$ cat src/rtl/snn_reward_layer_pkg.sv
// Shared types and arithmetic helpers for the reward-modulated spiking layer.
package snn_reward_layer_pkg;

  typedef enum logic [2:0] {StIdle, StAccum, StFire, StOut, StLearn} state_e;

  function automatic int w_max(int w_w);
    return (1 << (w_w - 1)) - 1;
  endfunction

  function automatic int w_min(int w_w);
    return -(1 << (w_w - 1));
  endfunction

  // Signed shift of an unsigned sample, clamped to the accumulator range.
  function automatic longint unsigned shift_sat(longint unsigned x, int w, int in_w, int acc_w);
    longint unsigned lim;
    lim = (64'd1 << acc_w) - 64'd1;
    if (w >= 0) begin
      // x < 2^in_w, so any result above lim means bits fell off the accumulator
      if (w >= 64 - in_w) return lim;
      return ((x << w) > lim) ? lim : (x << w);
    end
    return (-w >= in_w) ? 64'd0 : (x >> (-w));
  endfunction

endpackage

$ cat src/rtl/snn_reward_layer_if.sv
// Sample, result, reward and weight-configuration signals of the spiking layer.
interface snn_reward_layer_if #(
  parameter int unsigned N_IN  = 4,
  parameter int unsigned N_OUT = 2,
  parameter int unsigned IN_W  = 4,
  parameter int unsigned W_W   = 5
);
  localparam int unsigned WinW  = $clog2(N_OUT);
  localparam int unsigned AddrW = $clog2(N_IN * N_OUT);

  logic                   in_valid;
  logic                   in_ready;
  logic [N_IN*IN_W-1:0]   in_data;
  logic                   out_valid;
  logic                   out_ready;
  logic [N_OUT-1:0]       out_spikes;
  logic [WinW-1:0]        out_winner;
  logic                   reward_valid;
  logic                   reward_pos;
  logic                   cfg_we;
  logic [AddrW-1:0]       cfg_addr;
  logic signed [W_W-1:0]  cfg_wdata;
  logic signed [W_W-1:0]  cfg_rdata;

  modport master (
    output in_valid, in_data, out_ready, reward_valid, reward_pos, cfg_we, cfg_addr, cfg_wdata,
    input  in_ready, out_valid, out_spikes, out_winner, cfg_rdata
  );

  modport slave (
    input  in_valid, in_data, out_ready, reward_valid, reward_pos, cfg_we, cfg_addr, cfg_wdata,
    output in_ready, out_valid, out_spikes, out_winner, cfg_rdata
  );

endinterface

$ cat src/rtl/snn_reward_layer_shift_synapse.sv
// Combinational synapse: scales one input by a signed power-of-two weight, saturating.
module snn_reward_layer_shift_synapse
  import snn_reward_layer_pkg::*;
#(
  parameter int unsigned IN_W  = 4,
  parameter int unsigned ACC_W = 8,
  parameter int unsigned W_W   = 5
) (
  input  logic [IN_W-1:0]        x_i,
  input  logic signed [W_W-1:0]  w_i,
  output logic [ACC_W-1:0]       c_o
);

  always_comb begin
    c_o = ACC_W'(shift_sat(64'(x_i), int'(w_i), int'(IN_W), int'(ACC_W)));
  end

endmodule

$ cat src/rtl/snn_reward_layer.sv
// Integrate-and-fire layer with shift weights, membrane leak and reward-driven learning.
module snn_reward_layer
  import snn_reward_layer_pkg::*;
#(
  parameter int unsigned N_IN     = 4,
  parameter int unsigned N_OUT    = 2,
  parameter int unsigned IN_W     = 4,
  parameter int unsigned ACC_W    = 8,
  parameter int unsigned W_W      = 5,
  parameter int unsigned THRESH   = 1,
  parameter int unsigned LEAK_SH  = 1,
  parameter bit          LEARN_EN = 1'b1
) (
  input logic              clk,
  input logic              rst,
  snn_reward_layer_if.slave bus
);

  localparam int unsigned NSyn = N_IN * N_OUT;
  localparam int unsigned IdxW = $clog2(N_IN);
  localparam int unsigned WinW = $clog2(N_OUT);
  localparam logic [ACC_W-1:0]      Thr  = ACC_W'(THRESH);
  localparam logic signed [W_W-1:0] WMax = W_W'(w_max(int'(W_W)));
  localparam logic signed [W_W-1:0] WMin = W_W'(w_min(int'(W_W)));

  state_e                 state_q, state_d;
  logic [N_IN*IN_W-1:0]   x_q, x_d;
  logic [IdxW-1:0]        idx_q, idx_d;
  logic [ACC_W-1:0]       v_q [N_OUT];
  logic [ACC_W-1:0]       v_d [N_OUT];
  logic signed [W_W-1:0]  w_q [NSyn];
  logic signed [W_W-1:0]  w_d [NSyn];
  logic [N_IN-1:0]        pre_q, pre_d;
  logic [N_OUT-1:0]       spikes_q, spikes_d;
  logic [WinW-1:0]        winner_q, winner_d;
  logic signed [W_W-1:0]  cfg_rdata_q;

  logic [IN_W-1:0]        x_sel;
  logic signed [W_W-1:0]  w_sel [N_OUT];
  logic [ACC_W-1:0]       c [N_OUT];
  logic [ACC_W:0]         sum;
  logic [ACC_W-1:0]       best_v;
  logic [WinW-1:0]        best_j;

  // Current input channel and its weight into every neuron.
  always_comb begin
    x_sel = '0;
    for (int j = 0; j < N_OUT; j++) w_sel[j] = '0;
    for (int i = 0; i < N_IN; i++) begin
      if (idx_q == IdxW'(i)) begin
        x_sel = x_q[i*IN_W +: IN_W];
        for (int j = 0; j < N_OUT; j++) w_sel[j] = w_q[j*N_IN + i];
      end
    end
  end

  for (genvar j = 0; j < N_OUT; j++) begin : g_syn
    snn_reward_layer_shift_synapse #(
      .IN_W  (IN_W),
      .ACC_W (ACC_W),
      .W_W   (W_W)
    ) u_syn (
      .x_i (x_sel),
      .w_i (w_sel[j]),
      .c_o (c[j])
    );
  end

  // Lowest index wins a tie.
  always_comb begin
    best_v = v_q[0];
    best_j = '0;
    for (int j = 1; j < N_OUT; j++) begin
      if (v_q[j] > best_v) begin
        best_v = v_q[j];
        best_j = WinW'(j);
      end
    end
  end

  always_ff @(posedge clk or posedge rst) begin
    if (rst) state_q <= StIdle;
    else     state_q <= state_d;
  end

  always_comb begin
    state_d = state_q;
    unique case (state_q)
      StIdle:  if (bus.in_valid) state_d = StAccum;
      StAccum: if (idx_q == IdxW'(N_IN - 1)) state_d = StFire;
      StFire:  state_d = StOut;
      StOut:   if (bus.out_ready) state_d = LEARN_EN ? StLearn : StIdle;
      StLearn: if (bus.reward_valid) state_d = StIdle;
      default: state_d = StIdle;
    endcase
  end

  always_comb begin
    bus.in_ready  = (state_q == StIdle);
    bus.out_valid = (state_q == StOut);
  end

  assign bus.out_spikes = spikes_q;
  assign bus.out_winner = winner_q;
  assign bus.cfg_rdata  = cfg_rdata_q;

  always_comb begin
    x_d      = x_q;
    idx_d    = idx_q;
    v_d      = v_q;
    w_d      = w_q;
    pre_d    = pre_q;
    spikes_d = spikes_q;
    winner_d = winner_q;
    sum      = '0;
    unique case (state_q)
      StIdle: begin
        // A write in the accepting cycle is already visible to this sample's ACCUM.
        if (bus.cfg_we) w_d[bus.cfg_addr] = bus.cfg_wdata;
        if (bus.in_valid) begin
          x_d   = bus.in_data;
          idx_d = '0;
          for (int j = 0; j < N_OUT; j++) v_d[j] = v_q[j] >> LEAK_SH;
        end
      end
      StAccum: begin
        for (int j = 0; j < N_OUT; j++) begin
          sum    = {1'b0, v_q[j]} + {1'b0, c[j]};
          v_d[j] = sum[ACC_W] ? '1 : sum[ACC_W-1:0];
        end
        idx_d = idx_q + IdxW'(1);
      end
      StFire: begin
        winner_d = best_j;
        for (int j = 0; j < N_OUT; j++) begin
          spikes_d[j] = (v_q[j] > Thr);
          if (v_q[j] > Thr) v_d[j] = '0;
        end
        for (int i = 0; i < N_IN; i++) pre_d[i] = (x_q[i*IN_W +: IN_W] != '0);
      end
      StLearn: begin
        if (bus.reward_valid) begin
          for (int j = 0; j < N_OUT; j++) begin
            for (int i = 0; i < N_IN; i++) begin
              if (pre_q[i] && spikes_q[j]) begin
                if (bus.reward_pos) begin
                  if (w_q[j*N_IN + i] != WMax) w_d[j*N_IN + i] = w_q[j*N_IN + i] + W_W'(1);
                end else begin
                  if (w_q[j*N_IN + i] != WMin) w_d[j*N_IN + i] = w_q[j*N_IN + i] - W_W'(1);
                end
              end
            end
          end
        end
      end
      default: ;
    endcase
  end

  always_ff @(posedge clk or posedge rst) begin
    if (rst) begin
      x_q         <= '0;
      idx_q       <= '0;
      v_q         <= '{default: '0};
      w_q         <= '{default: '0};
      pre_q       <= '0;
      spikes_q    <= '0;
      winner_q    <= '0;
      cfg_rdata_q <= '0;
    end else begin
      x_q         <= x_d;
      idx_q       <= idx_d;
      v_q         <= v_d;
      w_q         <= w_d;
      pre_q       <= pre_d;
      spikes_q    <= spikes_d;
      winner_q    <= winner_d;
      cfg_rdata_q <= w_q[bus.cfg_addr];
    end
  end

endmodule

$ cat src/flat_wrapper.sv
// flat-port wrapper written by rule: the top's interface ports become plain ports
module snn_reward_layer_flat import snn_reward_layer_pkg::*;
#(
  parameter int unsigned N_IN     = 4,
  parameter int unsigned N_OUT    = 2,
  parameter int unsigned IN_W     = 4,
  parameter int unsigned ACC_W    = 8,
  parameter int unsigned W_W      = 5,
  parameter int unsigned THRESH   = 1,
  parameter int unsigned LEAK_SH  = 1,
  parameter bit          LEARN_EN = 1'b1
)
  (clk, rst, bus_in_valid, bus_in_data, bus_out_ready, bus_reward_valid, bus_reward_pos, bus_cfg_we, bus_cfg_addr, bus_cfg_wdata, bus_in_ready, bus_out_valid, bus_out_spikes, bus_out_winner, bus_cfg_rdata);
  snn_reward_layer_if #(.N_IN(N_IN), .N_OUT(N_OUT), .IN_W(IN_W), .W_W(W_W)) bus_i ();
  input logic clk;
  input logic rst;
  input wire logic [$bits(bus_i.in_valid)-1:0] bus_in_valid;
  input wire logic [$bits(bus_i.in_data)-1:0] bus_in_data;
  input wire logic [$bits(bus_i.out_ready)-1:0] bus_out_ready;
  input wire logic [$bits(bus_i.reward_valid)-1:0] bus_reward_valid;
  input wire logic [$bits(bus_i.reward_pos)-1:0] bus_reward_pos;
  input wire logic [$bits(bus_i.cfg_we)-1:0] bus_cfg_we;
  input wire logic [$bits(bus_i.cfg_addr)-1:0] bus_cfg_addr;
  input wire logic [$bits(bus_i.cfg_wdata)-1:0] bus_cfg_wdata;
  output wire logic [$bits(bus_i.in_ready)-1:0] bus_in_ready;
  output wire logic [$bits(bus_i.out_valid)-1:0] bus_out_valid;
  output wire logic [$bits(bus_i.out_spikes)-1:0] bus_out_spikes;
  output wire logic [$bits(bus_i.out_winner)-1:0] bus_out_winner;
  output wire logic [$bits(bus_i.cfg_rdata)-1:0] bus_cfg_rdata;
  assign bus_i.in_valid = bus_in_valid;
  assign bus_i.in_data = bus_in_data;
  assign bus_i.out_ready = bus_out_ready;
  assign bus_i.reward_valid = bus_reward_valid;
  assign bus_i.reward_pos = bus_reward_pos;
  assign bus_i.cfg_we = bus_cfg_we;
  assign bus_i.cfg_addr = bus_cfg_addr;
  assign bus_i.cfg_wdata = bus_cfg_wdata;
  assign bus_in_ready = bus_i.in_ready;
  assign bus_out_valid = bus_i.out_valid;
  assign bus_out_spikes = bus_i.out_spikes;
  assign bus_out_winner = bus_i.out_winner;
  assign bus_cfg_rdata = bus_i.cfg_rdata;
  snn_reward_layer #(.N_IN(N_IN), .N_OUT(N_OUT), .IN_W(IN_W), .ACC_W(ACC_W), .W_W(W_W), .THRESH(THRESH), .LEAK_SH(LEAK_SH), .LEARN_EN(LEARN_EN)) u_core (.clk(clk), .rst(rst), .bus(bus_i));
endmodule
$ cat config.mk
export PLATFORM = sky130hd
export DESIGN_NAME = snn_reward_layer_flat
export DESIGN_NICKNAME = d
export VERILOG_FILES = /design/src/rtl/snn_reward_layer_pkg.sv /design/src/rtl/snn_reward_layer_if.sv /design/src/rtl/snn_reward_layer_shift_synapse.sv /design/src/rtl/snn_reward_layer.sv /design/src/flat_wrapper.sv
export SDC_FILE = /design/constraint.sdc
export NUM_CORES = 1
export LEC_CHECK = 0
export CAP_MARGIN = 20
export CELL_PAD_IN_SITES_DETAIL_PLACEMENT = 0
export CELL_PAD_IN_SITES_GLOBAL_PLACEMENT = 1
export CORE_MARGIN = 2
export CORE_UTILIZATION = 48
export DETAILED_ROUTE_END_ITERATION = 16
export PLACE_DENSITY = 0.86
export SLEW_MARGIN = 20
export SYNTH_ARGS = -nofsm -noshare
export SYNTH_HDL_FRONTEND = slang
export SYNTH_SLANG_ARGS = --single-unit
$ cat constraint.sdc
create_clock -name clk -period 7.3 [get_ports clk]
set_clock_uncertainty 0.1 [all_clocks]
set_input_delay 1.095 -clock clk [delete_from_list [all_inputs] [get_ports clk]]
set_output_delay 1.095 -clock clk [all_outputs]
set_load 0.02 [all_outputs]
Yosys cells after proc, flatten, opt, wreduce, memory -nomap -nowiden
Index checks and enable logic that the tools add are counted.
{"block": "op_classes", "shift": 4, "n_mux": 81, "bitwise_logic": 1, "add_sub_neg": 21, "eq_ne": 54, "order_cmp": 13, "n_reduce_logical": 31}
{"op": "5-bit 2-to-1 mux", "n": 35}
{"op": "64-bit by 8-bit > comparator with 1-bit output, second input constant", "n": 2}
{"op": "8-bit 2-to-1 mux", "n": 16}
{"op": "4-bit by 32-bit << shifter with 64-bit output", "n": 2}
{"op": "40-bit 2-to-1 mux", "n": 2}
{"op": "5-bit inequality test, second input constant", "n": 16}
{"op": "40-bit one-hot mux with 2 select lines", "n": 1}
{"op": "32-bit by 4-bit greater-or-equal comparator with 1-bit output, second input constant", "n": 2}
{"op": "5-bit negation with 32-bit output", "n": 2}
{"op": "4-bit by 32-bit right shift with 8-bit output", "n": 2}
{"op": "3-bit by 2-bit inequality test with 1-bit output, second input constant", "n": 16}
{"op": "16-bit one-hot mux with 3 select lines", "n": 1}
{"op": "6-bit AND reduction", "n": 8}
{"op": "5-bit by 2-bit adder with 5-bit output, second input constant", "n": 8}
{"op": "40-bit bitwise mux", "n": 1}
{"op": "10-bit 2-to-1 mux", "n": 4}
{"op": "5-bit by 2-bit subtractor with 5-bit output, second input constant", "n": 8}
{"op": "2-bit by 1-bit inequality test with 1-bit output, second input constant", "n": 11}
{"op": "8-bit by 8-bit adder with 9-bit output", "n": 2}
{"op": "8-bit by 1-bit > comparator with 1-bit output, second input constant", "n": 2}
{"op": "16-bit 2-to-1 mux", "n": 1}
{"op": "4-bit 2-to-1 mux", "n": 4}
{"op": "4-bit nonzero test", "n": 4}
{"op": "5-bit binary-select mux with 3-bit select", "n": 1}
{"op": "27 further kinds", "n": 54}
{"block": "word_totals", "output_inout_bits": 10, "reg_bits": 89, "wordCells": 222}

Depth between registers and ports, before layout
{"block": "logic_depth", "depth_word": 14, "depth_mapped": 28}

By module
From an unflattened synthesis, not the netlist that was laid out.
{"block": "unflattened", "hier_cells": 965, "hier_area_um2": 8419.3}
{"mod": "snn_reward_layer", "area_each_um2": 7048.0, "instances": 1, "cells_each": 773}
{"mod": "snn_reward_layer_shift_synapse at u_core.g_syn[0].u_syn", "area_each_um2": 719.4, "instances": 1, "cells_each": 107}
{"mod": "snn_reward_layer_shift_synapse at u_core.g_syn[1].u_syn", "area_each_um2": 651.9, "instances": 1, "cells_each": 85}

Least setup slack after synthesis
Ideal clock, no wire load.
{"block": "synth_path", "path_kind": "register to register", "from": "register u_core.idx_q[0]", "to": "register u_core.v_q[15] (netlist bit)", "stages_incl_launch_ff": 23, "slack_ps": 2083, "arrival_ps": 4982, "n_path_buf": 2, "required_time_ps": 7066, "period_less_slack_ps": 5217, "path_cell_list": "dfrtp_1 -> inv_1 -> ha_1 -> buf_4 -> nand2b_2 -> o221ai_1 -> clkbuf_1 -> nand3_1 -> ha_1 -> or4_1 -> nor2_1 -> nand4_1 -> o41ai_2 -> a21oi_1 -> a41oi_1 -> ha_1 -> a21o_1 -> a21oi_1 -> nor2b_1 -> o31a_1 -> o22ai_1 -> mux2i_1 -> o211ai_1"}
{"block": "synth_between", "elab_chain_len": 14}
{"element": "from (decl)", "line": "snn_reward_layer.sv:28", "source": "logic [IdxW-1:0] idx_q, idx_d;"}
{"element": "from (signal assigned)", "line": "snn_reward_layer.sv:172", "source": "idx_q <= idx_d;"}
{"element": "2-bit logical NOT", "line": "snn_reward_layer.sv:50", "source": "if (idx_q == IdxW'(i)) begin"}
{"element": "4-bit 2-to-1 mux or 10-bit 2-to-1 mux (tied branches) (4 in a row)", "line": "snn_reward_layer.sv:50"}
{"element": "4-bit by 32-bit << shifter with 64-bit output or 5-bit by 7-bit greater-or-equal comparator with 1-bit output (tied branches)", "line": "snn_reward_layer_pkg.sv:21, snn_reward_layer_pkg.sv:20"}
{"element": "64-bit by 8-bit > comparator with 1-bit output or 1-bit 2-to-1 mux (tied branches)", "line": "snn_reward_layer_pkg.sv:21, snn_reward_layer_pkg.sv:20"}
{"element": "8-bit 2-to-1 mux or 1-bit 2-to-1 mux (tied branches)", "line": "snn_reward_layer_pkg.sv:21, snn_reward_layer_pkg.sv:18"}
{"element": "8-bit 2-to-1 mux", "line": "snn_reward_layer_pkg.sv:21", "source": "return ((x << w) > lim) ? lim : (x << w);"}
{"element": "8-bit 2-to-1 mux", "line": "snn_reward_layer_pkg.sv:18", "source": "if (w >= 0) begin"}
{"element": "8-bit 2-to-1 mux (*)", "line": "snn_reward_layer_pkg.sv:23", "source": "return (-w >= in_w) ? 64'd0 : (x >> (-w));"}
{"element": "8-bit by 8-bit adder with 9-bit output (*)", "line": "snn_reward_layer.sv:128", "source": "sum = {1'b0, v_q[j]} + {1'b0, c[j]};"}
{"element": "8-bit 2-to-1 mux (*)", "line": "snn_reward_layer.sv:129", "source": "v_d[j] = sum[ACC_W] ? '1 : sum[ACC_W-1:0];"}
{"element": "16-bit one-hot mux with 3 select lines (*)", "line": "snn_reward_layer.sv:116", "source": "unique case (state_q)"}
{"element": "to (signal assigned)", "line": "snn_reward_layer.sv:173", "source": "v_q <= v_d;"}
{"element": "to (decl)", "line": "snn_reward_layer.sv:29", "source": "logic [ACC_W-1:0] v_q [N_OUT];"}
Mark *: on every way between the ends. The rest lies on a longest branch, timed or not. The select of a mux whose other input is x is not followed.
A chain may end at the register's enable or synchronous reset.

Worst setup path after layout
{"block": "layout_path", "from": "register u_core.idx_q[1]", "to": "register u_core.v_q[3] (netlist bit)"}
Same word-level chain as after synthesis.

==> impl_metrics.py <==
metrics = {
    "synth": {
        "async_reset_ff_frac": 1.00,
        "synth-edff-count": 0,
        "yosysWarnings": 0,
        "synth.yosys.seq_area_share": 0.272,
        "synth_fa_ha_area_frac": 0.135,
        "synth_top_cell_area_share": 0.272,
        "synthMuxAreaShare": 0.0360,
        "synth_compound_area_frac": 0.275,
        "ys_ff_latch": 89,
        "synth_simple_gate_area_frac": 0.191,
        "ys_top_cells_by_area": "dfrtp_1 (27%), ha_1 (11%), a21oi_1 (4.8%), a22oi_1 (4.2%), nand2_1 (3.7%)",
        "syn_nets": 1065,
        "synthFlopType": "dfrtp_1",
        "synth.avg_cell_area_sq_um": 8.59,
        "synth.distinct_cells": 86,
        "postSynthCellCount": 952,
        "synth_top_family_by_area": "compound AO/OA/AOI/OAI gates",
        "synthXorXnorAreaFrac": 0.0439,
        "synth_top_area_cell": "dfrtp_1",
        "synth_area_sq_mm": 0.00818,
    },
    "grt": {
        "grt_pass1_wl_microns": 37900,
        "grt_pass1_vias": 7097,
        "grtUsageTotal": 0.264,
        "antenna_found_initial": 0,
        "grt_max_degree": 67,
        "gr-total-overflow": 0,
    },
    "drt": {
        "vias": 7463,
        "wl_per_cell_microns": 19.5,
        "drc": 0,
        "routed_wl_microns": 23000,
        "first_iter_violations": 723,
        "post_drt_via_cell_ratio": 6.32,
        "dr.pass1.iters": 5,
        "ant_nets": 0,
    },
    "min_path": {
        "hold_class": "flop to flop",
    },
    "final_layout": {
        "drive_above_1_share": 0.0844,
        "area_growth_pct": 9.61,
        "area.sequential_sq_mm": 0.00223,
        "fin_nets": 1069,
        "fill_cells": 1540,
        "multi_input_area_sq_mm": 0.00558,
        "diodes": 0,
    },
    "clocking": {
        "cts_root_buffer": "clkbuf_16",
        "cts_buffers": 9,
        "clkSlewWorstSetupHoldPaths_ps": 70,
        "cts.repair.resized": 0,
        "cts_tree": "built",
        "clkSinkCount": 89,
        "htreeDepth": 3,
        "postCtsHoldBufs": 0,
        "insertion_delay_ps": 360,
        "clk_path_buf_depth": 2,
        "post_cts_buffers": 0,
    },
    "timing": {
        "fin_crit_sh": 0.840,
        "rsz0062_at_grt": "no",
        "setup_slack_ps": 1170,
        "drv_slew": 0,
        "finalHoldViolCount": 0,
        "maxSlewHeadroom": 0.312,
        "finalCriticalPeriod_ps": 6130,
        "worstMarginPinSlew_ps": 1030,
        "setup_violations": 0,
        "fmax_mhz": 163,
        "final.setup.tns_ps": 0,
    },
    "setup_path": {
        "worstPathCellList": "inv_1 > ha_1 > o21ai_0 > a22o_1 > or2_4 > nor2_1 > nand3_1 > ha_1 > nor4b_1 > nand4_1 > nor4b_1 > nand4b_1 > o211ai_1 > ha_1 > a21o_1 > a21oi_1 > nor2b_1 > o311ai_0 > a21oi_1 > o21ai_0 > o211ai_1",
        "critical-path-max-stage-delay_ps": 730,
        "crit_slowest_cell": "ha_1",
        "cp_top_family": "compound AO/OA/AOI/OAI gates",
        "crit_type": "flop to flop",
        "cp_common_cell": "ha_1",
        "endpoint_kind": "flop",
        "cp-start-kind": "flop",
        "path_max_fanout": 27,
        "path_buf_inv": 1,
        "required_ps": 7430,
        "crit_arrival_ps": 6260,
    },
    "run": {
        "maxCapViolCount": 0,
    },
    "die": {
        "die_w_microns": 135,
        "die_h_microns": 135,
        "die-area_sq_mm": 0.0181,
        "coreArea_sq_mm": 0.0166,
        "start_util": 0.491,
        "ios": 41,
        "num_rows": 47,
    },
    "placement": {
        "port_buffers": 40,
        "hpwl_microns": 16700,
        "place_congestion": 0.941,
        "dp_slack_ps": 1020,
    },
    "status": {
        "status": "completed",
    },
}
cells in the final DEF, fill, tap and decap left out, types with 5 or more instances in the layout:
cell type	count
dfrtp_1	89
nand2_1	81
a21oi_1	78
ha_1	72
nor2_1	69
o21ai_0	53
a22oi_1	46
clkdlybuf4s50_1	40
xnor2_1	31
nand3_1	30
a21o_1	23
nor3_1	22
o211ai_1	21
inv_1	18
nor4_1	17
nand4_1	16
mux2_2	16
a31oi_1	15
o21ai_1	12
xor2_1	10
a221oi_1	10
mux2i_1	10
a22o_1	10
fa_1	10
clkbuf_16	9
nand3b_1	8
o22ai_1	8
nor2b_1	7
and2_1	7
a32oi_1	6
buf_4	6
or4_1	5
or2_2	5
o31ai_1	5
inv_2	5
area by class of cell:
cell class,count,area share
multi-input combinational,783,0.623
tap,220,0.0307
timing repair buffer,47,0.0510
sequential,89,0.249
clock buffer,9,0.0251
inverter,26,0.0117
clock inverter,6,0.0103
metrics by stage:
stage	util	hold WS, ps	cells	cell area, sq um
after floorplan	-	391	952	8180
after global placement	0.519	413	1164	8630
after detailed placement	0.519	416	1164	8630
after CTS	0.538	435	1179	8950
after global routing	0.538	463	1180	8960
final	0.538	429	1180	8960
cells by family after synthesis:
| group | after synthesis |
|---|---|
| AOI/OAI and AO/OA | 329 |
| xor gates and xnor gates | 41 |
| adders and majority gates | 82 |
| buffers and inverters | 80 |
| DFF | 89 |
| muxes | 27 |
| and+or+nand+nor | 304 |
synthesized netlist by cell type, drive strengths merged, types with 3 or more instances:
| cell type | count |
|---|---|
| nand4 | 16 |
| inv | 24 |
| or4 | 5 |
| o31ai | 5 |
| a211o | 3 |
| fa | 10 |
| nor2b | 7 |
| a21oi | 84 |
| dfrtp | 89 |
| a32oi | 7 |
| nor3b | 4 |
| a22o | 10 |
| or2 | 8 |
| nand2 | 81 |
| and2 | 7 |
| or3 | 3 |
| nand3 | 30 |
| o21ai | 66 |
| xnor2 | 31 |
| nor4 | 17 |
| a211oi | 7 |
| a31oi | 16 |
| a21o | 23 |
| nor2 | 71 |
| a2111oi | 3 |
| xor2 | 10 |
| buf | 32 |
| a22oi | 46 |
| nor3 | 25 |
| nand2b | 4 |
| clkbuf | 22 |
| o22ai | 8 |
| or3b | 6 |
| a221oi | 11 |
| o21bai | 3 |
| ha | 72 |
| mux2 | 16 |
| mux2i | 11 |
| and3b | 3 |
| o211ai | 22 |
| nand3b | 8 |
sequential cells by signal (all words and copies together), names as in the netlist:
register,cells
u_core.bus.cfg_rdata,5
u_core.bus.out_spikes,2
u_core.bus.out_winner,1
u_core.idx_q,2
u_core.pre_q,4
u_core.state_q,3
u_core.v_q,16
u_core.w_q,40
u_core.x_q,16
final timing paths:
kind	from	endpoint	slack, ps	depth (start not counted)
worst min register to register	u_core.bus.out_winner	u_core.bus.out_winner	430	2
worst max-delay path	u_core.idx_q[1]	u_core.v_q[3]	1170	21
worst min-delay path	u_core.bus.out_winner	u_core.bus.out_winner	430	2
min in group asynchronous	rst	u_core.w_q[12]	960	2
max in group asynchronous	rst	u_core.bus.out_spikes[1]	4960	3
worst max register to register	u_core.idx_q[1]	u_core.v_q[3]	1170	21
per-layer routing:
metal | part of all wire | up-vias | routed length (microns) | track usage
met5 | 0 | - | 0 | 0
met4 | 0.025 | 0 | 566 | 0.0982
met3 | 0.069 | 42 | 1580 | 0.0360
met2 | 0.44 | 274 | 10200 | 0.397
met1 | 0.46 | 3535 | 10600 | 0.388
li1 | - | 3612 | - | -
worst min-delay path: stages (launching register included):
cell and delay [ps]:
dfrtp_1 330, o21ai_0 70, o21ai_0 80
Power is left out: the tool's default activity adds up to more than one toggle a clock period on the data nets, which glitch-free logic cannot reach.
